**config.mk**
```make
export PLATFORM = sky130hd
export DESIGN_NAME = deinterleaver_fsm
export DESIGN_NICKNAME = d
export VERILOG_FILES = /design/src/rtl/deinterleaver_fsm.sv
export SDC_FILE = /design/constraint.sdc
export NUM_CORES = 1
export LEC_CHECK = 0
export ABC_AREA = 0
export CORE_ASPECT_RATIO = 0.8
export CORE_MARGIN = 3
export CORE_UTILIZATION = 46
export CTS_CLUSTER_DIAMETER = 80
export CTS_CLUSTER_SIZE = 8
export DETAILED_ROUTE_END_ITERATION = 16
export GPL_TIMING_DRIVEN = 0
export PLACE_DENSITY = 0.84
export REMOVE_ABC_BUFFERS = 1
export SYNTH_ARGS = -nofsm -noshare
export SYNTH_HDL_FRONTEND = slang
export SYNTH_SLANG_ARGS = --single-unit
```
**constraint.sdc**
```tcl
create_clock -name clk -period 2.8 [get_ports clk]
set_input_delay 0.7 -clock clk [delete_from_list [all_inputs] [get_ports clk]]
set_output_delay 0.7 -clock clk [all_outputs]
set_load 0.005 [all_outputs]
```
**src/rtl/deinterleaver_fsm.sv**
```systemverilog
// -----------------------------------------------------------------------------
// deinterleaver_fsm
//
// Control sequencer for a ping-pong (two-bank) turbo-decoder deinterleaver.
// Soft bits arrive one per cycle and are written linearly into the current
// write bank. Meanwhile the opposite bank is read linearly. An external QPP
// generator maps rd_idx to the interleaved bank address. When the write bank
// is full and the read bank is drained, the banks swap roles without a bubble
// cycle. The final block of a stream (marked by in_last on its last bit) is
// drained on its own, then a one-cycle done pulse is issued.
//
// Ports
//   clk         : sole clock, rising edge
//   reset_n     : asynchronous active-low reset
//   block_size  : K select, 0 -> 1056, 1 -> 6144 (sampled only with in_start)
//   in_start    : one-cycle pulse in IDLE that opens a stream
//   in_valid    : a soft bit is offered this cycle
//   in_last     : offered bit completes the final block of the stream
//   in_ready    : offered bit is accepted this cycle
//   ram_we[1:0] : one-hot write enable, bit0 = bank0, bit1 = bank1
//   wr_idx      : linear write index 0..K-1
//   rd_bank     : bank currently being read
//   rd_idx      : linear read index 0..K-1
//   out_valid   : read-side data valid
//   out_ready   : read-side consumer ready
//   out_last    : with out_valid on rd_idx = K-1
//   out_end     : with out_last on the final block of the stream
//   done        : one-cycle pulse once the stream is fully drained
//   state       : current FSM state (debug)
// -----------------------------------------------------------------------------
module deinterleaver_fsm (
  input  logic        clk,
  input  logic        reset_n,
  input  logic        block_size,
  input  logic        in_start,
  input  logic        in_valid,
  input  logic        in_last,
  output logic        in_ready,
  output logic [1:0]  ram_we,
  output logic [12:0] wr_idx,
  output logic        rd_bank,
  output logic [12:0] rd_idx,
  output logic        out_valid,
  input  logic        out_ready,
  output logic        out_last,
  output logic        out_end,
  output logic        done,
  output logic [2:0]  state
);

  localparam int unsigned IDX_W = 13;
  localparam logic [IDX_W-1:0] K_SMALL_LAST = IDX_W'(1055);
  localparam logic [IDX_W-1:0] K_LARGE_LAST = IDX_W'(6143);

  typedef enum logic [2:0] {
    S_IDLE   = 3'd0,
    S_FILL   = 3'd1,
    S_STREAM = 3'd2,
    S_DRAIN  = 3'd3,
    S_DONE   = 3'd4
  } state_e;

  state_e           state_q,     state_d;
  logic             k_sel_q,     k_sel_d;
  logic             wbank_q,     wbank_d;
  logic             rd_bank_q,   rd_bank_d;
  logic [IDX_W-1:0] wr_idx_q,    wr_idx_d;
  logic [IDX_W-1:0] rd_idx_q,    rd_idx_d;
  logic             wr_full_q,   wr_full_d;
  logic             rd_empty_q,  rd_empty_d;
  logic             last_seen_q, last_seen_d;

  logic [IDX_W-1:0] k_last;
  logic             wr_acc;
  logic             wr_at_end;
  logic             rd_xfer;
  logic             rd_at_end;
  logic             wr_full_now;
  logic             rd_empty_now;
  logic             last_now;

  // Handshake and status decode
  assign k_last    = k_sel_q ? K_LARGE_LAST : K_SMALL_LAST;
  assign in_ready  = ((state_q == S_FILL) || (state_q == S_STREAM)) && !wr_full_q;
  assign wr_acc    = in_valid && in_ready;
  assign wr_at_end = (wr_idx_q == k_last);
  assign out_valid = ((state_q == S_STREAM) || (state_q == S_DRAIN)) && !rd_empty_q;
  assign rd_xfer   = out_valid && out_ready;
  assign rd_at_end = (rd_idx_q == k_last);

  // "_now" views fold in this cycle's completing transfer, so a swap can be
  // taken on the very edge that finishes a bank instead of one cycle later.
  // This is what makes the first read appear one cycle after the last write
  // of block 1, and lets the two banks trade roles with no idle cycle.
  assign wr_full_now  = wr_full_q   || (wr_acc && wr_at_end);
  assign rd_empty_now = rd_empty_q  || (rd_xfer && rd_at_end);
  assign last_now     = last_seen_q || (wr_acc && wr_at_end && in_last);

  assign ram_we   = wr_acc ? (wbank_q ? 2'b10 : 2'b01) : 2'b00;
  assign wr_idx   = wr_idx_q;
  assign rd_idx   = rd_idx_q;
  assign rd_bank  = rd_bank_q;
  assign out_last = out_valid && rd_at_end;
  assign out_end  = out_last && (state_q == S_DRAIN);
  assign done     = (state_q == S_DONE);
  assign state    = state_q;

  // Next-state and datapath-control update
  always_comb begin
    state_d     = state_q;
    k_sel_d     = k_sel_q;
    wbank_d     = wbank_q;
    rd_bank_d   = rd_bank_q;
    wr_idx_d    = wr_idx_q;
    rd_idx_d    = rd_idx_q;
    wr_full_d   = wr_full_q;
    rd_empty_d  = rd_empty_q;
    last_seen_d = last_seen_q;

    // Write index advances on accept and parks at K-1 once the bank is full.
    // in_last only counts on the bit that completes a block.
    if (wr_acc) begin
      if (wr_at_end) begin
        wr_full_d = 1'b1;
        if (in_last) begin
          last_seen_d = 1'b1;
        end
      end else begin
        wr_idx_d = wr_idx_q + IDX_W'(1);
      end
    end

    // Read index advances on transfer and parks at K-1 once the bank is drained.
    if (rd_xfer) begin
      if (rd_at_end) begin
        rd_empty_d = 1'b1;
      end else begin
        rd_idx_d = rd_idx_q + IDX_W'(1);
      end
    end

    case (state_q)
      S_IDLE: begin
        if (in_start) begin
          k_sel_d     = block_size;
          wbank_d     = 1'b0;
          rd_bank_d   = 1'b0;
          wr_idx_d    = '0;
          rd_idx_d    = '0;
          wr_full_d   = 1'b0;
          rd_empty_d  = 1'b0;
          last_seen_d = 1'b0;
          state_d     = S_FILL;
        end
      end

      S_FILL: begin
        // Nothing is being read yet, so only the write side gates the swap.
        if (wr_full_now) begin
          rd_bank_d  = wbank_q;
          wbank_d    = ~wbank_q;
          wr_idx_d   = '0;
          rd_idx_d   = '0;
          wr_full_d  = 1'b0;
          rd_empty_d = 1'b0;
          state_d    = last_now ? S_DRAIN : S_STREAM;
        end
      end

      S_STREAM: begin
        if (wr_full_now && rd_empty_now) begin
          rd_bank_d  = wbank_q;
          wbank_d    = ~wbank_q;
          wr_idx_d   = '0;
          rd_idx_d   = '0;
          wr_full_d  = 1'b0;
          rd_empty_d = 1'b0;
          state_d    = last_now ? S_DRAIN : S_STREAM;
        end
      end

      S_DRAIN: begin
        if (rd_empty_now) begin
          state_d = S_DONE;
        end
      end

      S_DONE: begin
        state_d = S_IDLE;
      end

      default: begin
        state_d = S_IDLE;
      end
    endcase
  end

  // State register
  always_ff @(posedge clk or negedge reset_n) begin
    if (!reset_n) begin
      state_q     <= S_IDLE;
      k_sel_q     <= 1'b0;
      wbank_q     <= 1'b0;
      rd_bank_q   <= 1'b0;
      wr_idx_q    <= '0;
      rd_idx_q    <= '0;
      wr_full_q   <= 1'b0;
      rd_empty_q  <= 1'b0;
      last_seen_q <= 1'b0;
    end else begin
      state_q     <= state_d;
      k_sel_q     <= k_sel_d;
      wbank_q     <= wbank_d;
      rd_bank_q   <= rd_bank_d;
      wr_idx_q    <= wr_idx_d;
      rd_idx_q    <= rd_idx_d;
      wr_full_q   <= wr_full_d;
      rd_empty_q  <= rd_empty_d;
      last_seen_q <= last_seen_d;
    end
  end

endmodule

```
==> summary.txt, run 1 <==
Floorplan
  • Site Rows: 20
  • DIE AREA: 5095 um2
  • I/O pin cnt: 44
  • Die height: 64.45 um
  • Initial Utilization: 0.4968
  • Chip Width: 79.06 um
  • Core Area: 3954 um2

Clocking
  • Clock Sinks: 35
  • Worst-path clk slew: 70 ps
  • CTS root buffer: clkbuf_8
  • CTS Buffer Depth: 2
  • H-tree depth: 2
  • CTS buffer count: 5
  • Worst-Skew Late Latency: 290 ps
  • CTS Hold Bufs: 0
  • CTS tree: yes

Worst hold path
  • Worst min-delay path class: in2async

Logic synthesis
  • Seq/Total Area, Yosys: 0.4459
  • EDFF count, synth: 0
  • Post-Syn Instances: 208
  • Synthesized flop and latch total: 35
  • Commonest cells post-synth: 39 x nor2_1, 35 x dfrtp_1, 17 x nand2_1
  • Cell variety after synth: 43
  • Mapped Area: 1964 um2
  • Synth Area per Inst: 9.444 um2
  • Top cell type's share of synthesized area: 0.4459
  • Cell taking the most area after synthesis: dfrtp_1
  • Cell with the most instances after synthesis: nor2_1
  • Asr flop ratio synth: 1.000
  • Most used DFF post-synth: dfrtp_1
  • Largest cells by area after synthesis: dfrtp_1 45%, nor2_1 7.5%, xnor2_1 6.2%, xor2_1 3.6%, nand2_1 3.2%
  • Ys Warns: 0

Placement
  • GPL Wtd Cong: 0.8416
  • Post-detail-place hpwl: 3.000 mm
  • Pre-CTS WS: -652.7 ps
  • PortBufs: 43
  • Placed cell area: 2390 um2

STA
  • Achievable Freq: 363.2 MHz
  • Tcrit/Tclk final: 0.9834
  • Final Skew: 4.304 ps
  • Final hold violations: 0
  • RSZ-0062 raised after global routing: true
  • Final WS setup: 46.59 ps
  • Final worst path period need: 2753 ps
  • Final setup viols: 0
  • Max Slew Vio Count: 0
  • Worst slew pin tran: 775.4 ps
  • Worst-case headroom to the max-slew limit: 0.4830

Global routing
  • Gr ovfl total: 0
  • Vias in the first global route: 1584
  • First-pass GRT wire length: 7.617 mm
  • Pin count of the biggest net entering global routing: 36
  • All-Layer GR Usage: 0.1931
  • Initial antenna violation count: 0

Finish
  • Post-layout util: 0.6623
  • Area Overhead vs Synth: 33.31%
  • # diodes: 0
  • Final nets: 266
  • Design area: 2619 um2
  • Layout cells sized above 1: 0.1512

Run
  • Max-Cap Viols: 0

Drt
  • DRT Pass-1 Iters: 4
  • Vias per cell: 5.514
  • Drc violations: 0
  • Wire per inst: 14.65 um
  • Vias: 1726
  • Post-route ant nets: 0
  • Total Wirelength: 4.586 mm
  • Iteration-0 DRC Markers: 114

Setup path
  • CP startpoint kind: flop
  • Critical path class: reg2out
  • CP required: 2100 ps
  • CP endpoint kind: primary output
  • Worst-path maximum fanout: 2
  • CP Data Arrival Time: 2050 ps

Power
  • Leak: 1.076 nW
  • VDD IR-drop max: 0.0004833 V
  • Pwr dens: 535.6 nW/um2
  • PnR Total Power: 1.403 mW

Run status
  • Outcome: finished clean
-- per-layer routing --
metal  wire [um]  vias up  global-route usage
met5           0        -                   0
met3         295        6             0.06806
li1            -      836                   -
met2        2031       61              0.2773
met1        2196      823              0.2665
met4          63        0             0.07511
-- state kept, by name, summed over array words and instances (netlist names) --
name	count
k_sel_q	1
last_seen_q	1
rd_bank	1
rd_empty_q	1
rd_idx	13
state	3
wbank_q	1
wr_full_q	1
wr_idx	13
-- cells in the final DEF (no fill, tap or decap), types with 2 or more instances in the layout --
master | netlist | final
nand2_1 | 17 | 17
mux2i_1 | 2 | 2
buf_4 | 1 | 7
dfrtp_1 | 35 | 30
nand3_1 | 7 | 6
nor4_1 | 5 | 5
inv_1 | 3 | 3
o22ai_1 | 2 | 2
or3_1 | 2 | 2
ha_1 | 2 | 2
o21ai_4 | 0 | 2
dlygate4sd2_1 | 0 | 2
clkbuf_8 | 0 | 6
clkdlybuf4s50_1 | 0 | 38
nor3_1 | 8 | 8
dfrtp_2 | 0 | 5
nand4_1 | 7 | 7
xnor2_1 | 14 | 14
mux2_2 | 2 | 2
a21oi_1 | 10 | 10
xor2_1 | 8 | 8
a31o_2 | 3 | 2
and2_1 | 4 | 3
and3_1 | 5 | 4
nor2_1 | 39 | 39
nor4b_1 | 2 | 2
or4_1 | 2 | 2
nor3b_1 | 3 | 3
-- final timing paths --
kind	from	slack, ps	cells past startpoint	endpoint
max reg2reg	rd_idx[8]	240	8	rd_bank
max	rd_idx[8]	50	5	out_end
min reg2reg	last_seen_q	500	2	last_seen_q
min in group clk	last_seen_q	500	2	last_seen_q
min	reset_n	480	1	wr_idx[3]
max in group asynchronous	reset_n	1780	1	rd_idx[9]
-- timing repair --
item / CTS / global route
setup buffers: 5 / 2
resized for setup: 15 / 7
setup endpoints to repair: 33 / 6
pin swaps: 5 / 1
cloned: 1 / 0
-- logic make-up after synthesis --
group | count (synthesis) | share of synthesized area
multiplexers | 4 | 0.02166
XOR/XNOR | 22 | 0.09809
AO/OA/AOI/OAI | 28 | 0.1121
adder cells (fa/ha/maj) | 2 | 0.01274
AND/OR/NAND/NOR | 105 | 0.2688
buffers and inverters | 12 | 0.04076
flip-flops | 35 | 0.4459
-- through the flow --
| step | hold WS [ps] | cells | setup TNS [ps] |
|---|---|---|---|
| 2_1_floorplan | 404.4 | 199 | -124.3 |
| 3_5_place_dp | 490.8 | 297 | -12860 |
| 4_1_cts | 500.7 | 311 | 0 |
| 5_1_grt | 532.8 | 313 | -14.33 |
| 6_report | 482.0 | 313 | 0 |
| 3_3_place_gp | 487.4 | 297 | -11220 |
-- power breakdown --
part | internal (mW) | switching (mW)
logic | 0.162 | 0.122
registers | 0.557 | 0.0815
clock network | 0.288 | 0.192
-- cell type report --
class / instances / area (um2)
clock buffer: 6 / 82.58
clock inverter: 2 / 35.03
fill: 347 / 1335
inverter: 3 / 11.26
multi-input combinational: 162 / 1062
sequential: 35 / 882.1
tap: 55 / 68.82
timing repair buffer: 50 / 476.7
-- worst max-delay path, stage by stage, from the launching register on --
cell       delay (ps)
dfrtp_2           410
or4_4             560
a2111oi_4         330
and3_4            240
and2_4            140
buf_6              80
Note: power is estimated with default switching activity, not from simulation.
==> run 2: changes to the inputs <==
- CAP_MARGIN: unset -> 20
- CORE_ASPECT_RATIO: 0.8 -> unset
- PLACE_DENSITY: 0.84 -> unset
- PLACE_DENSITY_LB_ADDON: unset -> 0.25
==> summary.txt, run 2 (same netlist as run 1, synthesis figures left out) <==
Placement
  • PortBufs: 43 (unchanged)
  • Post-detail-place hpwl: 3.004 mm (+0.12%)
  • GPL Wtd Cong: 0.8209 (-2.5%)
  • Pre-CTS WS: -296.2 ps (+356.5 ps)

Run status
  • Failing checks: setup timing
  • Outcome: complete, but fails checks

Setup path
  • Critical path class: reg2out
  • Crit-path leading delay family: simple AND/OR/NAND/NOR gates
  • CP peak stage delay: 560 ps (about the same)
  • R2R Path End: rd_bank
  • Critical Path, Cell by Cell: or4_4 > a2111oi_4 > and3_1 > and2_1 > buf_2
  • Buf/Inv on CP: 1 (unchanged)
  • Worst-path maximum fanout: 2 (unchanged)
  • CP max-delay cell: or4_4
  • CP startpoint kind: flop
  • Register-to-register setup slack: 120 ps (-120 ps)
  • R2r startpoint: k_sel_q
  • CP endpoint kind: primary output
  • Setup crit start: k_sel_q
  • CP Data Arrival Time: 2100 ps (+50 ps)
  • R2R depth: 8 (unchanged)
  • CP required: 2100 ps (about the same)

Finish
  • Multi-input logic area: 1030 um2 (-3.1%)
  • Area Overhead vs Synth: 33.63%
  • Layout cells sized above 1: 0.1559 (+0.004731)
  • Fill cells: 350 (+0.86%)
  • # diodes: 0 (unchanged)
  • Final nets: 271 (+1.9%)
  • Most common cell after layout, fill and taps aside: nor2_1
  • Total area of sequential cells: 879.6 um2 (-0.28%)
  • Post-layout util: 0.6469 (-0.01541)
  • Most frequent cells in the layout: 39 x nor2_1, 38 x clkdlybuf4s50_1, 32 x dfrtp_1, 17 x nand2_1, 14 x xnor2_1

STA
  • Max Slew Vio Count: 0 (unchanged)
  • Tcrit/Tclk final: 1.000 (+0.01696)
  • Worst-case headroom to the max-slew limit: 0.4903 (+0.007213)
  • Hold WS: 483.8 ps (+1.848 ps)
  • Final hold violations: 0 (unchanged)
  • Final Skew: 6.251 ps (+1.947 ps)
  • Final setup viols: 1 (+1)
  • Final worst path period need: 2801 ps (+47.48 ps)
  • Achievable Freq: 357.0 MHz (-1.7%)
  • RSZ-0062 raised after global routing: true
  • Worst slew pin tran: 764.6 ps (-10.82 ps)
  • Final WS setup: -0.8871 ps (-47.48 ps)

Drt
  • Wire per inst: 14.58 um (-0.48%)
  • Vias per cell: 5.495 (-0.35%)
  • Post-route ant nets: 0 (unchanged)
  • DRT Pass-1 Iters: 4 (unchanged)
  • Iteration-0 DRC Markers: 83 (-27%)
  • Vias: 1720 (-0.35%)
  • Total Wirelength: 4.564 mm (-0.48%)
  • Drc violations: 0 (unchanged)

Clocking
  • H-tree depth: 2 (unchanged)
  • Worst-Skew Late Latency: 280 ps (about the same)
  • CTS root buffer: clkbuf_8
  • CTS tree: yes
  • CTS Buffer Depth: 2 (unchanged)
  • CTS Hold Bufs: 0 (unchanged)
  • Clock Sinks: 35 (unchanged)
  • CTS buffer count: 5 (unchanged)
  • Worst-path clk slew: 70 ps (about the same)

Floorplan
  • Initial Utilization: 0.4841 (-0.01272)
  • Site Rows: 23 (+15%)
  • Core Area: 4058 um2 (+2.6%)
  • Chip Width: 71.35 um (-9.8%)
  • Die height: 71.35 um (+11%)
  • DIE AREA: 5091 um2 (about the same)
  • I/O pin cnt: 44 (unchanged)

Global routing
  • All-Layer GR Usage: 0.1859 (-0.007205)
  • Gr ovfl total: 0 (unchanged)
  • First-pass GRT wire length: 7.514 mm (-1.4%)
  • Pin count of the biggest net entering global routing: 36 (unchanged)
  • Vias in the first global route: 1609 (+1.6%)
  • Initial antenna violation count: 0 (unchanged)

Power
  • VDD IR-drop max: 0.0003857 V (-20%)
  • Leak: 1.105 nW (+2.7%)
  • Pwr dens: 525.5 nW/um2 (-1.9%)

Worst hold path
  • Worst min-delay path class: in2async

Run
  • Max-Cap Viols: 0 (unchanged)
run 2: cell types whose count changed in the layout (fill, tap and decap cells not counted), sizes merged:
cell / delta
buf: +7
clkdlybuf4s15: -1
o21ai: -1
run 2: repair_timing:
action / CTS / global route
endpoints found under the setup margin: 24 / 22
setup buffers: 7 / 5
resized for setup: 13 / 5
pin swaps: 3 / 5
run 2: area by class of cell:
type                    instances  share of cell area
multi-input cells             161              0.3923
flip-flops and latches         35              0.3351
repair buffers                 56              0.1997
clock buffers                   6             0.03146
well taps                      50             0.02383
clock inverters                 2             0.01335
inverters                       3            0.004290
run 2: worst max path at each step:
stage	slack, ps	depth (start not counted)	end
CTS	10	7	rd_bank
detailed placement	-300	4	ram_we[0]
floorplan	-120	6	rd_bank
finish	-0.9	5	out_end
global placement	-620	6	rd_bank
global route	-60	5	out_end
run 2: worst reg2reg max path: cells and delay by family, from the launching register on:
family          cells  cell delay [ps]
flops               1              410
mux                 1              360
compound gates      3              790
simple gates        2              750
buf+inv             2              270
run 2: power by group:
part           switching (mW)  internal [mW]  total [mW]
Clock                   0.181          0.288       0.469
Combinational           0.114          0.163       0.278
Sequential             0.0759          0.557       0.633
run 2: per-layer routing:
layer / track usage / vias to the layer above / wire [um]
li1: - / 842 / -
met1: 0.2500 / 805 / 1976
met2: 0.2929 / 61 / 2210
met3: 0.04628 / 12 / 258
met4: 0.06472 / 0 / 120
met5: 0 / - / 0
run 2: metrics by stage:
step                total power [mW]  cells  TNS (ps)  instance area (um2)
floorplan                     0.7618    199    -124.3                 1896
global placement              0.9087    292    -11350                 2389
detailed placement            0.9133    293     -2038                 2399
CTS                            1.394    308         0                 2576
global route                   1.463    313    -78.36                 2625
finish                         1.379    313   -0.8871                 2625
==> run 3: changes to the inputs <==
- GPL_TIMING_DRIVEN: 0 -> unset
==> summary.txt, run 3 (same netlist as run 1, synthesis figures left out) <==
STA
  • Achievable Freq: 367.2 MHz (+2.9%)
  • Final worst path period need: 2723 ps (-77.79 ps)
  • Final setup viols: 0 (-1)
  • Worst slew pin tran: 605.1 ps (-159.5 ps)
  • Tcrit/Tclk final: 0.9725 (-0.02778)
  • RSZ-0062 raised after global routing: true
  • Final WS setup: 76.90 ps (+77.79 ps)
  • Max Slew Vio Count: 0 (unchanged)
  • Final Skew: 5.843 ps (-0.4083 ps)
  • Final hold violations: 0 (unchanged)
  • Worst-case headroom to the max-slew limit: 0.5948 (+0.1045)

Clocking
  • Clock Sinks: 35 (unchanged)
  • CTS buffer count: 5 (unchanged)
  • CTS tree: yes
  • Worst-Skew Late Latency: 280 ps (about the same)
  • Worst-path clk slew: 60 ps (about the same)
  • CTS Buffer Depth: 2 (unchanged)
  • CTS root buffer: clkbuf_8
  • H-tree depth: 2 (unchanged)

Worst hold path
  • Worst min-delay path class: reg2reg
  • Sink of the worst hold path: last_seen_q
  • Hold Path Cell Cnt: 2
  • Hold Path Origin: last_seen_q

Drt
  • Vias: 1780 (+3.5%)
  • DRT Pass-1 Iters: 4 (unchanged)
  • Vias per cell: 5.494 (about the same)
  • Total Wirelength: 4.478 mm (-1.9%)
  • Post-route ant nets: 0 (unchanged)
  • Drc violations: 0 (unchanged)
  • Wire per inst: 13.82 um (-5.2%)
  • Iteration-0 DRC Markers: 80 (-3.6%)

Run status
  • Outcome: finished clean

Placement
  • Pre-CTS WS: -173.8 ps (+122.4 ps)
  • PortBufs: 43 (unchanged)
  • Post-detail-place hpwl: 3.250 mm (+8.2%)
  • Placed cell area: 2554 um2 (+6.5%)
  • GPL Wtd Cong: 0.8752 (+6.6%)
  • Dpl cells: 314 (+7.2%)

Global routing
  • Gr ovfl total: 0 (unchanged)
  • Pin count of the biggest net entering global routing: 36 (unchanged)
  • First-pass GRT wire length: 7.948 mm (+5.8%)
  • All-Layer GR Usage: 0.1972 (+0.01129)
  • Vias in the first global route: 1730 (+7.5%)
  • Initial antenna violation count: 0 (unchanged)

Power
  • Pwr dens: 480.6 nW/um2 (-8.5%)
  • Leak: 1.143 nW (+3.4%)
  • PnR Total Power: 1.269 mW (-8.0%)
  • VDD IR-drop max: 0.0003463 V (-10%)

Finish
  • Area Overhead vs Synth: 34.46%
  • Design area: 2641 um2 (+0.62%)
  • Layout cells sized above 1: 0.1606 (+0.004690)
  • Final nets: 282 (+4.1%)
  • Most frequent cells in the layout: 39 x nor2_1, 39 x clkdlybuf4s50_1, 35 x dfrtp_1, 24 x buf_4, 17 x nand2_1
  • # diodes: 0 (unchanged)
  • Fin cells: 324 (+3.5%)

Setup path
  • CP required: 2100 ps (about the same)
  • CP startpoint kind: flop
  • Register-to-register setup slack: 220 ps (+100 ps)
  • R2R Path End: rd_bank
  • CP Data Arrival Time: 2020 ps (-80 ps)
  • Worst-path maximum fanout: 2 (unchanged)
  • Critical path class: reg2out
  • CP endpoint kind: primary output
  • R2R depth: 8 (unchanged)
  • R2r startpoint: k_sel_q

Floorplan
  • Chip Width: 71.35 um (unchanged)
  • Die height: 71.35 um (unchanged)
  • Core Area: 4058 um2 (unchanged)
  • Initial Utilization: 0.4841 (unchanged)
  • Site Rows: 23 (unchanged)
  • I/O pin cnt: 44 (unchanged)
  • DIE AREA: 5091 um2 (unchanged)

Run
  • Max-Cap Viols: 0 (unchanged)
-- run 3: metrics by stage --
step	setup TNS [ps]	utilization	hold slack, ps
finish	0	0.6509	493.9
global placement	-292.5	0.6294	476.7
floorplan	-124.3	-	404.4
global route	-30.86	0.6509	514.4
detailed placement	-366.3	0.6294	477.9
CTS	0	0.6512	494.1
-- run 3: worst max path at each step --
stage                     startpoint  slack (ps)   endpoint
after floorplan              k_sel_q        -120    rd_bank
after global placement      in_valid        -140  ram_we[1]
after detailed placement    in_valid        -170  ram_we[1]
after CTS                 rd_idx[12]          20    out_end
after global routing         k_sel_q         -30    out_end
final                        k_sel_q          80    out_end
-- run 3: where the power goes --
| part | internal [mW] | switching (mW) | total (mW) |
|---|---|---|---|
| clock network | 0.174 | 0.171 | 0.346 |
| registers | 0.557 | 0.0772 | 0.634 |
| logic | 0.172 | 0.117 | 0.289 |
| total | 0.904 | 0.366 | 1.27 |
-- run 3: layout make-up --
type,instances,area (um2)
Clock inverter,1,5.005
Multi-Input combinational cell,161,1012
Fill cell,339,1416
Clock buffer,7,76.32
Inverter,3,11.26
Tap cell,50,62.56
Timing Repair Buffer,67,598.1
Sequential cell,35,875.8
-- run 3: metal layers --
| metal | up-vias | GRT usage | part of all wire |
|---|---|---|---|
| li1 | 872 | - | - |
| met1 | 867 | 0.2495 | 0.46 |
| met2 | 32 | 0.3286 | 0.49 |
| met3 | 9 | 0.05049 | 0.037 |
| met4 | 0 | 0.06681 | 0.018 |
| met5 | - | 0 | 0 |
-- run 3: worst max-delay path: stages, from the launching register on --
cell and delay [ps]:
dfrtp_1 380, or4_4 560, a2111oi_4 370, and3_1 220, and2_1 110, buf_2 100
-- run 3: repair_timing --
action | 4_1_cts | 5_1_grt
endpoints found under the hold margin | 0 | 0
setup endpoints to repair | 4 | 1
pin swaps | 3 | 4
resized for setup | 6 | 4
hold buffers | 0 | 0
setup buffers | 1 | 1
